$ cat config.mk
export PLATFORM = sky130hd
export DESIGN_NAME = sram_stream_initiator
export DESIGN_NICKNAME = d
export VERILOG_FILES = /design/src/rtl/sram_stream_initiator.sv
export SDC_FILE = /design/constraint.sdc
export NUM_CORES = 1
export LEC_CHECK = 0
export ABC_AREA = 1
export CORE_MARGIN = 2
export CORE_UTILIZATION = 42
export DETAILED_ROUTE_END_ITERATION = 7
export PLACE_DENSITY = 0.76
export SYNTH_ARGS = -nofsm -noshare
export SYNTH_HDL_FRONTEND = slang
export SYNTH_SLANG_ARGS = --single-unit
$ cat constraint.sdc
create_clock -name clk_i -period 2.97 [get_ports clk_i]
set_clock_uncertainty 0.05 [all_clocks]
set_input_delay 0.594 -clock clk_i [delete_from_list [all_inputs] [get_ports clk_i]]
set_output_delay 0.594 -clock clk_i [all_outputs]
set_load 0.02 [all_outputs]
$ cat src/rtl/sram_stream_initiator.sv
// Stream-to-SRAM initiator: turns a valid/ready request stream into single-port
// SRAM accesses, tracks reads through the fixed SRAM latency and returns responses
// in acceptance order through a credit-protected FIFO.
// Optional build macro SRAM_STREAM_INIT_EN: zero-fills the whole SRAM after reset
// before the first request is accepted.
module sram_stream_initiator #(
  parameter int unsigned NumWords  = 1024,
  parameter int unsigned DataWidth = 32,
  parameter int unsigned ByteWidth = 8,
  parameter int unsigned Latency   = 1,
  parameter int unsigned RspDepth  = 3,
  localparam int unsigned AddrWidth = (NumWords > 1) ? $clog2(NumWords) : 1,
  localparam int unsigned BeWidth   = (DataWidth + ByteWidth - 1) / ByteWidth
) (
  input  logic                 clk_i,
  input  logic                 rst_ni,
  input  logic                 req_valid_i,
  output logic                 req_ready_o,
  input  logic                 req_we_i,
  input  logic [AddrWidth-1:0] req_addr_i,
  input  logic [DataWidth-1:0] req_wdata_i,
  input  logic [BeWidth-1:0]   req_be_i,
  output logic                 rsp_valid_o,
  input  logic                 rsp_ready_i,
  output logic [DataWidth-1:0] rsp_rdata_o,
  output logic                 rsp_err_o,
  output logic                 sram_req_o,
  output logic                 sram_we_o,
  output logic [AddrWidth-1:0] sram_addr_o,
  output logic [DataWidth-1:0] sram_wdata_o,
  output logic [BeWidth-1:0]   sram_be_o,
  input  logic [DataWidth-1:0] sram_rdata_i,
  output logic                 init_done_o
);

  // Counters must hold up to RspDepth outstanding credits.
  localparam int unsigned CntWidth = $clog2(RspDepth + Latency + 1) + 1;
  localparam int unsigned PtrWidth = (RspDepth > 1) ? $clog2(RspDepth) : 1;

  typedef logic [CntWidth-1:0] cnt_t;
  typedef logic [PtrWidth-1:0] ptr_t;

  function automatic ptr_t ptr_inc(input ptr_t ptr);
    return (ptr == PtrWidth'(RspDepth - 1)) ? '0 : ptr + 1'b1;
  endfunction

  logic                 init_done;
  logic                 init_active;
  logic [AddrWidth-1:0] init_addr;

  logic accept;
  logic in_range;
  logic req_ready;

  logic [Latency-1:0] pipe_vld_q;
  logic [Latency-1:0] pipe_we_q;
  logic [Latency-1:0] pipe_err_q;
  logic               head_vld;
  logic               head_we;
  logic               head_err;

  cnt_t inflight_q, inflight_d;
  cnt_t fifo_cnt_q, fifo_cnt_d;
  cnt_t used;
  ptr_t wr_ptr_q, rd_ptr_q;

  logic [DataWidth-1:0] rdata_mem_q [RspDepth];
  logic [RspDepth-1:0]  err_mem_q;

  logic                 push;
  logic                 pop;
  logic [DataWidth-1:0] push_rdata;

  // ---------------------------------------------------------------------------
  // Optional post-reset zero sweep
  // ---------------------------------------------------------------------------
`ifdef SRAM_STREAM_INIT_EN
  typedef enum logic [1:0] {StIdle, StInit, StRun} state_e;

  state_e               state_q, state_d;
  logic [AddrWidth-1:0] init_addr_q, init_addr_d;

  // Sweep state and address register.
  always_ff @(posedge clk_i or negedge rst_ni) begin
    if (!rst_ni) begin
      state_q     <= StIdle;
      init_addr_q <= '0;
    end else begin
      state_q     <= state_d;
      init_addr_q <= init_addr_d;
    end
  end

  // Sweep next state: one zero write per cycle, then hand over to the stream.
  always_comb begin
    state_d     = state_q;
    init_addr_d = init_addr_q;
    init_active = 1'b0;
    unique case (state_q)
      StIdle: begin
        state_d     = StInit;
        init_addr_d = '0;
      end
      StInit: begin
        init_active = 1'b1;
        if (init_addr_q == AddrWidth'(NumWords - 1)) begin
          state_d = StRun;
        end else begin
          init_addr_d = init_addr_q + 1'b1;
        end
      end
      StRun: begin
        state_d = StRun;
      end
      default: begin
        state_d = StIdle;
      end
    endcase
  end

  assign init_done = (state_q == StRun);
  assign init_addr = init_addr_q;
`else
  logic init_done_q;

  // Ready from the first clock edge after reset release.
  always_ff @(posedge clk_i or negedge rst_ni) begin
    if (!rst_ni) begin
      init_done_q <= 1'b0;
    end else begin
      init_done_q <= 1'b1;
    end
  end

  assign init_done   = init_done_q;
  assign init_active = 1'b0;
  assign init_addr   = '0;
`endif

  assign init_done_o = init_done;

  // ---------------------------------------------------------------------------
  // Credits and issue
  // ---------------------------------------------------------------------------
  assign used      = fifo_cnt_q + inflight_q;
  assign req_ready = init_done && (32'(used) < RspDepth);
  assign accept    = req_valid_i && req_ready;
  assign in_range  = (32'(req_addr_i) < NumWords);

  assign req_ready_o = req_ready;

  // SRAM port: pass the request through, or drive the zero sweep.
  always_comb begin
    sram_req_o   = accept && in_range;
    sram_we_o    = req_we_i;
    sram_addr_o  = req_addr_i;
    sram_wdata_o = req_wdata_i;
    sram_be_o    = req_be_i;
    if (init_active) begin
      sram_req_o   = 1'b1;
      sram_we_o    = 1'b1;
      sram_addr_o  = init_addr;
      sram_wdata_o = '0;
      sram_be_o    = '1;
    end
  end

  // ---------------------------------------------------------------------------
  // In-flight tracking pipe, aligned with the SRAM read latency
  // ---------------------------------------------------------------------------
  assign head_vld = pipe_vld_q[Latency-1];
  assign head_we  = pipe_we_q[Latency-1];
  assign head_err = pipe_err_q[Latency-1];

  // Shift {valid, we, err} one stage per cycle; reset drops in-flight requests.
  always_ff @(posedge clk_i or negedge rst_ni) begin
    if (!rst_ni) begin
      pipe_vld_q <= '0;
      pipe_we_q  <= '0;
      pipe_err_q <= '0;
    end else begin
      pipe_vld_q[0] <= accept;
      pipe_we_q[0]  <= req_we_i;
      pipe_err_q[0] <= !in_range;
      for (int unsigned i = 1; i < Latency; i++) begin
        pipe_vld_q[i] <= pipe_vld_q[i-1];
        pipe_we_q[i]  <= pipe_we_q[i-1];
        pipe_err_q[i] <= pipe_err_q[i-1];
      end
    end
  end

  // ---------------------------------------------------------------------------
  // Response FIFO
  // ---------------------------------------------------------------------------
  assign push       = head_vld;
  assign pop        = rsp_valid_o && rsp_ready_i;
  assign push_rdata = (!head_we && !head_err) ? sram_rdata_i : '0;

  // Occupancy bookkeeping for both credit pools.
  always_comb begin
    inflight_d = inflight_q + CntWidth'(accept) - CntWidth'(head_vld);
    fifo_cnt_d = fifo_cnt_q + CntWidth'(push) - CntWidth'(pop);
  end

  // Counters and pointers.
  always_ff @(posedge clk_i or negedge rst_ni) begin
    if (!rst_ni) begin
      inflight_q <= '0;
      fifo_cnt_q <= '0;
      wr_ptr_q   <= '0;
      rd_ptr_q   <= '0;
    end else begin
      inflight_q <= inflight_d;
      fifo_cnt_q <= fifo_cnt_d;
      if (push) begin
        wr_ptr_q <= ptr_inc(wr_ptr_q);
      end
      if (pop) begin
        rd_ptr_q <= ptr_inc(rd_ptr_q);
      end
    end
  end

  // Storage needs no reset: outputs are masked while the FIFO is empty.
  always_ff @(posedge clk_i) begin
    if (push) begin
      rdata_mem_q[wr_ptr_q] <= push_rdata;
      err_mem_q[wr_ptr_q]   <= head_err;
    end
  end

  assign rsp_valid_o = (fifo_cnt_q != '0);
  assign rsp_rdata_o = rsp_valid_o ? rdata_mem_q[rd_ptr_q] : '0;
  assign rsp_err_o   = rsp_valid_o ? err_mem_q[rd_ptr_q] : 1'b0;

endmodule

## Yosys cells after proc, flatten, opt, wreduce, memory -nomap -nowiden

Memories as Yosys holds them, arrays and structs flattened.
Cells that the tools add are included.

| cells by class | value |
|---|---|
| add/sub/neg operators | 7 |
| order comparisons | 4 |
| equality and inequality tests | 2 |
| multiplexer cells | 11 |
| bitwise gates (word level) | 2 |
| reduce and logical (&&, ||, !) cells | 5 |

Operator list:

| kind | count |
|---|---|
| $mux 32 | 2 |
| $add 4x1->4 | 2 |
| $sub 4x1->4 | 2 |
| $lt 2x3->1 const B | 2 |
| $mux 1 | 5 |
| $add 2x1->2 const B | 2 |
| $add 4x4->4 | 1 |
| $eq 2x2->1 const B | 2 |
| $logic_and 1x1->1 | 4 |
| $lt 4x2->1 const B | 1 |
| $mux 2 | 2 |
| $reduce_bool 4->1 | 1 |
| $and 3x3->3 | 1 |
| $not 3->3 | 1 |
| $bmux 1 s2 | 1 |
| $demux 1 s2 | 1 |
| $ge 2x1->1 const B | 1 |

| storage, ports and cells | value |
|---|---|
| register bits | 18 |
| RAM bits | 96 |
| bits of input ports | 83 |
| output and inout bits | 84 |
| word-level logic and storage cells | 40 |
| memories | 1 |

Memories:

| memory | depth | bits a word | read ports | clocked after memory_dff | wr ports | RTL line | text |
|---|---|---|---|---|---|---|---|
| rdata_mem_q | 3 | 32 | 1 | 0 | 1 | 67 | `logic [DataWidth-1:0] rdata_mem_q [RspDepth];` |

## Depth between registers and ports, before layout

| logic depth | value |
|---|---|
| depth after elaboration | 6 |
| gate-level depth with buffers | 13 |
| mapped depth without buffers | 13 |

## Worst setup path after synthesis

Ideal clock, no wire load.

| timing path | value |
|---|---|
| path kind | register to register |
| start | register pipe_vld_q (netlist: head_vld) |
| end | memory rdata_mem_q[0][0] (enable) |
| library setup time | 463 ps |
| data arrival time | 2779 ps |
| data required time | 2457 ps |
| setup slack | -322 ps |
| stages on the path, launching flop included | 3 |
| period minus slack after synthesis | 3292 ps |
| cells stage by stage | dfrtp_1 > inv_1 > nor3_1 |

| on the way | value |
|---|---|
| cells in the longest elaborated chain, start to end | 2 |

Ends and longest elaborated chain:

| element | RTL line | text |
|---|---|---|
| from (decl) | 55 | `logic [Latency-1:0] pipe_vld_q;` |
| from (signal, indexed assignment) | 186 | `pipe_vld_q[i] <= pipe_vld_q[i-1];` |
| $mux 1 | 227 | `if (push) begin` |
| $mux 1 (not written as such) | 228 | `rdata_mem_q[wr_ptr_q] <= push_rdata;` |
| to (decl) | 67 |  |

No other way between the ends.

## Worst setup path after layout

| timing path | value |
|---|---|
| start | register fifo_cnt_q[2] |
| end | output port rsp_rdata_o[31] |

| on the way | value |
|---|---|
| cells in the longest elaborated chain, start to end | 2 |

Ends and longest elaborated chain:

| element | RTL line | text |
|---|---|---|
| from (decl) | 63 | `cnt_t fifo_cnt_q, fifo_cnt_d;` |
| from (signal assigned) | 215 | `fifo_cnt_q <= fifo_cnt_d;` |
| $reduce_bool 4->1 | 233 | `assign rsp_valid_o = (fifo_cnt_q != '0);` |
| $mux 32 | 234 | `assign rsp_rdata_o = rsp_valid_o ? rdata_mem_q[rd_ptr_q] : '0;` |
| to (decl) | 25 | `output logic [DataWidth-1:0] rsp_rdata_o,` |

No other way between the ends.

==> flow_summary_export.csv <==
group,metric,value,unit
run_status,status,"finished clean",
sta,finalHoldViolations,0,
critical_path,path_common_cell,"inv_1",
clock_network,cts_root_buffer,"clkbuf_16",
final_layout,fillCellCount,1088,
critical_path,path_cells,"inv_1, ha_1, nand3_4, buf_12, nand2_1, inv_1, clkdlybuf4s50_1",
clock_network,h-tree-depth,4,
drt,viasPerCell,4.67,
critical_path,max_stage_delay,0.62,ns
clock_network,cts_buffers,17,
global_routing,gr-usage-all-layers,0.178,
sta,rsz0062_at_grt,"true",
worst_hold_path,hold-path-cell-count,1,
sta,setup_viol,0,
drt,drt-initial-drc-count,183,
flow_run,cap_violations,0,
synthesis,synth_top_cell_by_area,"edfxtp_1",
clock_network,clock_latency,0.40,ns
critical_path,crit_type,"reg2out",
global_routing,grt_first_pass_wirelength,18000,µm
drt,first_pass_iters,4,
synthesis,yosys_register_bits,114,
floorplan,die_h,117,µm
drt,ant_nets,0,
final_layout,multi_input_area,1280,µm²
critical_path,ff2ff_path_depth,14,
placement,dp_hpwl,7910,µm
sta,slew_viol_final,0,
floorplan,core_area,12600,µm²
clock_network,ctsHoldBuffers,0,
global_routing,grt_overflow_total,0,
global_routing,first_global_vias,3682,
pwr,p_switching,2.49,mW
critical_path,critPathTopFamily,"buffers and inverters",
drt,wl_per_cell,15.6,µm
final_layout,layout.cells.most_common,"nand2_1",
critical_path,cp.required,2.33,ns
sta,finalWorstSetupSlack,0.0974,ns
sta,period_share,0.967,
floorplan,start_util,0.428,
floorplan,rows,41,
synthesis,yosysTopAreaCellShare,0.553,
critical_path,critPathLaunchType,"register",
critical_path,cp_num_buf_inv,4,
drt,via_count,3538,
sta,fin_setup_tns,0,ns
final_layout,regArea,3350,µm²
pwr,pwr-share-comb,0.412,
critical_path,end_kind,"output pin",
pwr,switching_share,0.361,
placement,place_ws,0.0441,ns
global_routing,grt_max_degree,33,
clock_network,cts_tree,"yes",
pwr,ir_drop,489,µV
floorplan,die_w,117,µm
sta,worst_pin_slew,0.722,ns
critical_path,rr_startpoint,"inflight_q[0]",
critical_path,r2r_slack,0.32,ns
worst_hold_path,hp-start,"err_mem_q[0]",
final_layout,n_antenna_cell,0,
final_layout,area_growth,23.1,%
pwr,power_density,1040,nW/µm²
floorplan,io_pins,167,
final_layout,final_nets,670,
critical_path,rr_endpoint,"inflight_q[2]",
synthesis,synthesis.nets,627,
synthesis,synthTopCellsByArea,"edfxtp_1 (55%), nand2_1 (10%), buf_4 (7.1%)",
clock_network,path_clk_slew,0.05,ns
synthesis,synth_cell_types,25,
global_routing,antenna_found_initial,0,
synthesis,synth_area,5380,µm²
synthesis,ys_warn_count,0,
synthesis,synthCells,529,
synthesis,postSynthAreaPerCell,10.2,µm²
placement,place_congestion,0.846,
pwr,pwr-share-clk,0.274,
sta,hold_slack,0.525,ns
synthesis,seq_area_frac_synth,0.623,
clock_network,cts_buffer_depth,2,
worst_hold_path,hp-class,"reg2reg",
sta,max_slew_margin,0.517,
pwr,seq_power_share,0.314,
floorplan,dieArea,13700,µm²
pwr,p_leak,2.94,nW
drt,wirelength,11800,µm
drt,route.detailed.drc,0,
worst_hold_path,holdPathEnd,"err_mem_q[0]",
sta,max_freq,348,MHz
critical_path,cp.arrival,2.23,ns
final_layout,finish.utilization,0.526,
sta,fin_crit,2.87,ns
final_layout,drive_gt1_frac,0.0889,
pwr,p_int,4.40,mW
placement,port_buffers,74,
final_layout,layout_common_cells,"nand2_1 (149), edfxtp_1 (99), inv_1 (92)",
clock_network,clkSinkCount,114,
critical_path,cp_max_fo,27,
critical_path,cp_slowest_cell,"clkdlybuf4s50_1",
power groups by stage:
stage	logic (mW)	registers, mW	clock network (mW)
2_1_floorplan	1.82	2.13	0
3_3_place_gp	2.77	2.18	0
3_5_place_dp	2.83	2.19	0
4_1_cts	2.85	2.16	1.91
5_1_grt	3.16	2.19	1.98
6_report	2.84	2.17	1.88
cells in the mapped netlist:
cell and count:
xnor2_1 4, inv_2 1, or2_2 1, a21boi_1 1
nor3_1 2, clkbuf_1 7, nor2_1 35, edfxtp_1 99
inv_1 93, fa_1 3, xor2_1 1, buf_2 5
o21bai_1 1, nand2_1 149, ha_1 12, o21ai_0 2
a21boi_0 1, conb_1 1, dfrtp_1 15, o211ai_1 1
nand3_1 38, buf_4 51, nor2_4 2, a21oi_1 3
o21a_1 1
registers in the layout, indices dropped and copies added (netlist names):
register / flops
err_mem_q: 3
fifo_cnt_q: 4
head_vld: 1
head_we: 1
inflight_q: 4
init_done_o: 1
rd_ptr_q: 2
rdata_mem_q: 96
wr_ptr_q: 2
final cells by class:
| class | count | share of cell area |
|---|---|---|
| timing repair buffer | 87 | 0.131 |
| sequential | 114 | 0.507 |
| tap | 172 | 0.0325 |
| clock buffer | 20 | 0.0660 |
| multi-input combinational | 258 | 0.193 |
| inverter | 94 | 0.0533 |
| clock inverter | 12 | 0.0176 |
repair_timing:
| action | in CTS | in global routing |
|---|---|---|
| pin swaps | 0 | 1 |
| hold endpoints to repair | 0 | 0 |
| gates resized for setup | 5 | 11 |
| buffers inserted | 0 | 1 |
| setup endpoints to repair | 2 | 25 |
through the flow:
step | std cells | area, µm² | power (mW)
final | 757 | 6620 | 6.89
after global routing | 757 | 6620 | 7.34
after CTS | 756 | 6590 | 6.93
after detailed placement | 724 | 6040 | 5.02
after global placement | 724 | 6040 | 4.95
after floorplan | 529 | 5390 | 3.95
worst max path at each step:
stage / slack [ns] / endpoint / cells after the start / from
2_1_floorplan: 0.36 / inflight_q[2] / 12 / inflight_q[1]
3_3_place_gp: 0.15 / sram_req_o / 9 / inflight_q[1]
3_5_place_dp: 0.04 / sram_req_o / 9 / inflight_q[1]
4_1_cts: 0.01 / sram_req_o / 9 / fifo_cnt_q[1]
5_1_grt: -0.02 / rsp_rdata_o[9] / 7 / rd_ptr_q[1]
6_report: 0.1 / rsp_rdata_o[31] / 7 / fifo_cnt_q[2]
layer usage:
layer,global-route usage,wire length [µm],vias up
li1,-,-,1702
met1,0.184,4380,1676
met2,0.322,6100,106
met3,0.0438,750,54
met4,0.116,565,0
met5,0,0,-
cells by family after synthesis:
logic type	Yosys count	synth area share
AND/OR/NAND/NOR	227	0.171
other	1	0.000698
AO/OA/AOI/OAI	10	0.0116
XOR/XNOR	5	0.00815
adder cells (fa/ha/maj)	15	0.0391
buffers and inverters	157	0.146
flip-flops	114	0.623
(Power assumes the default switching activity.)
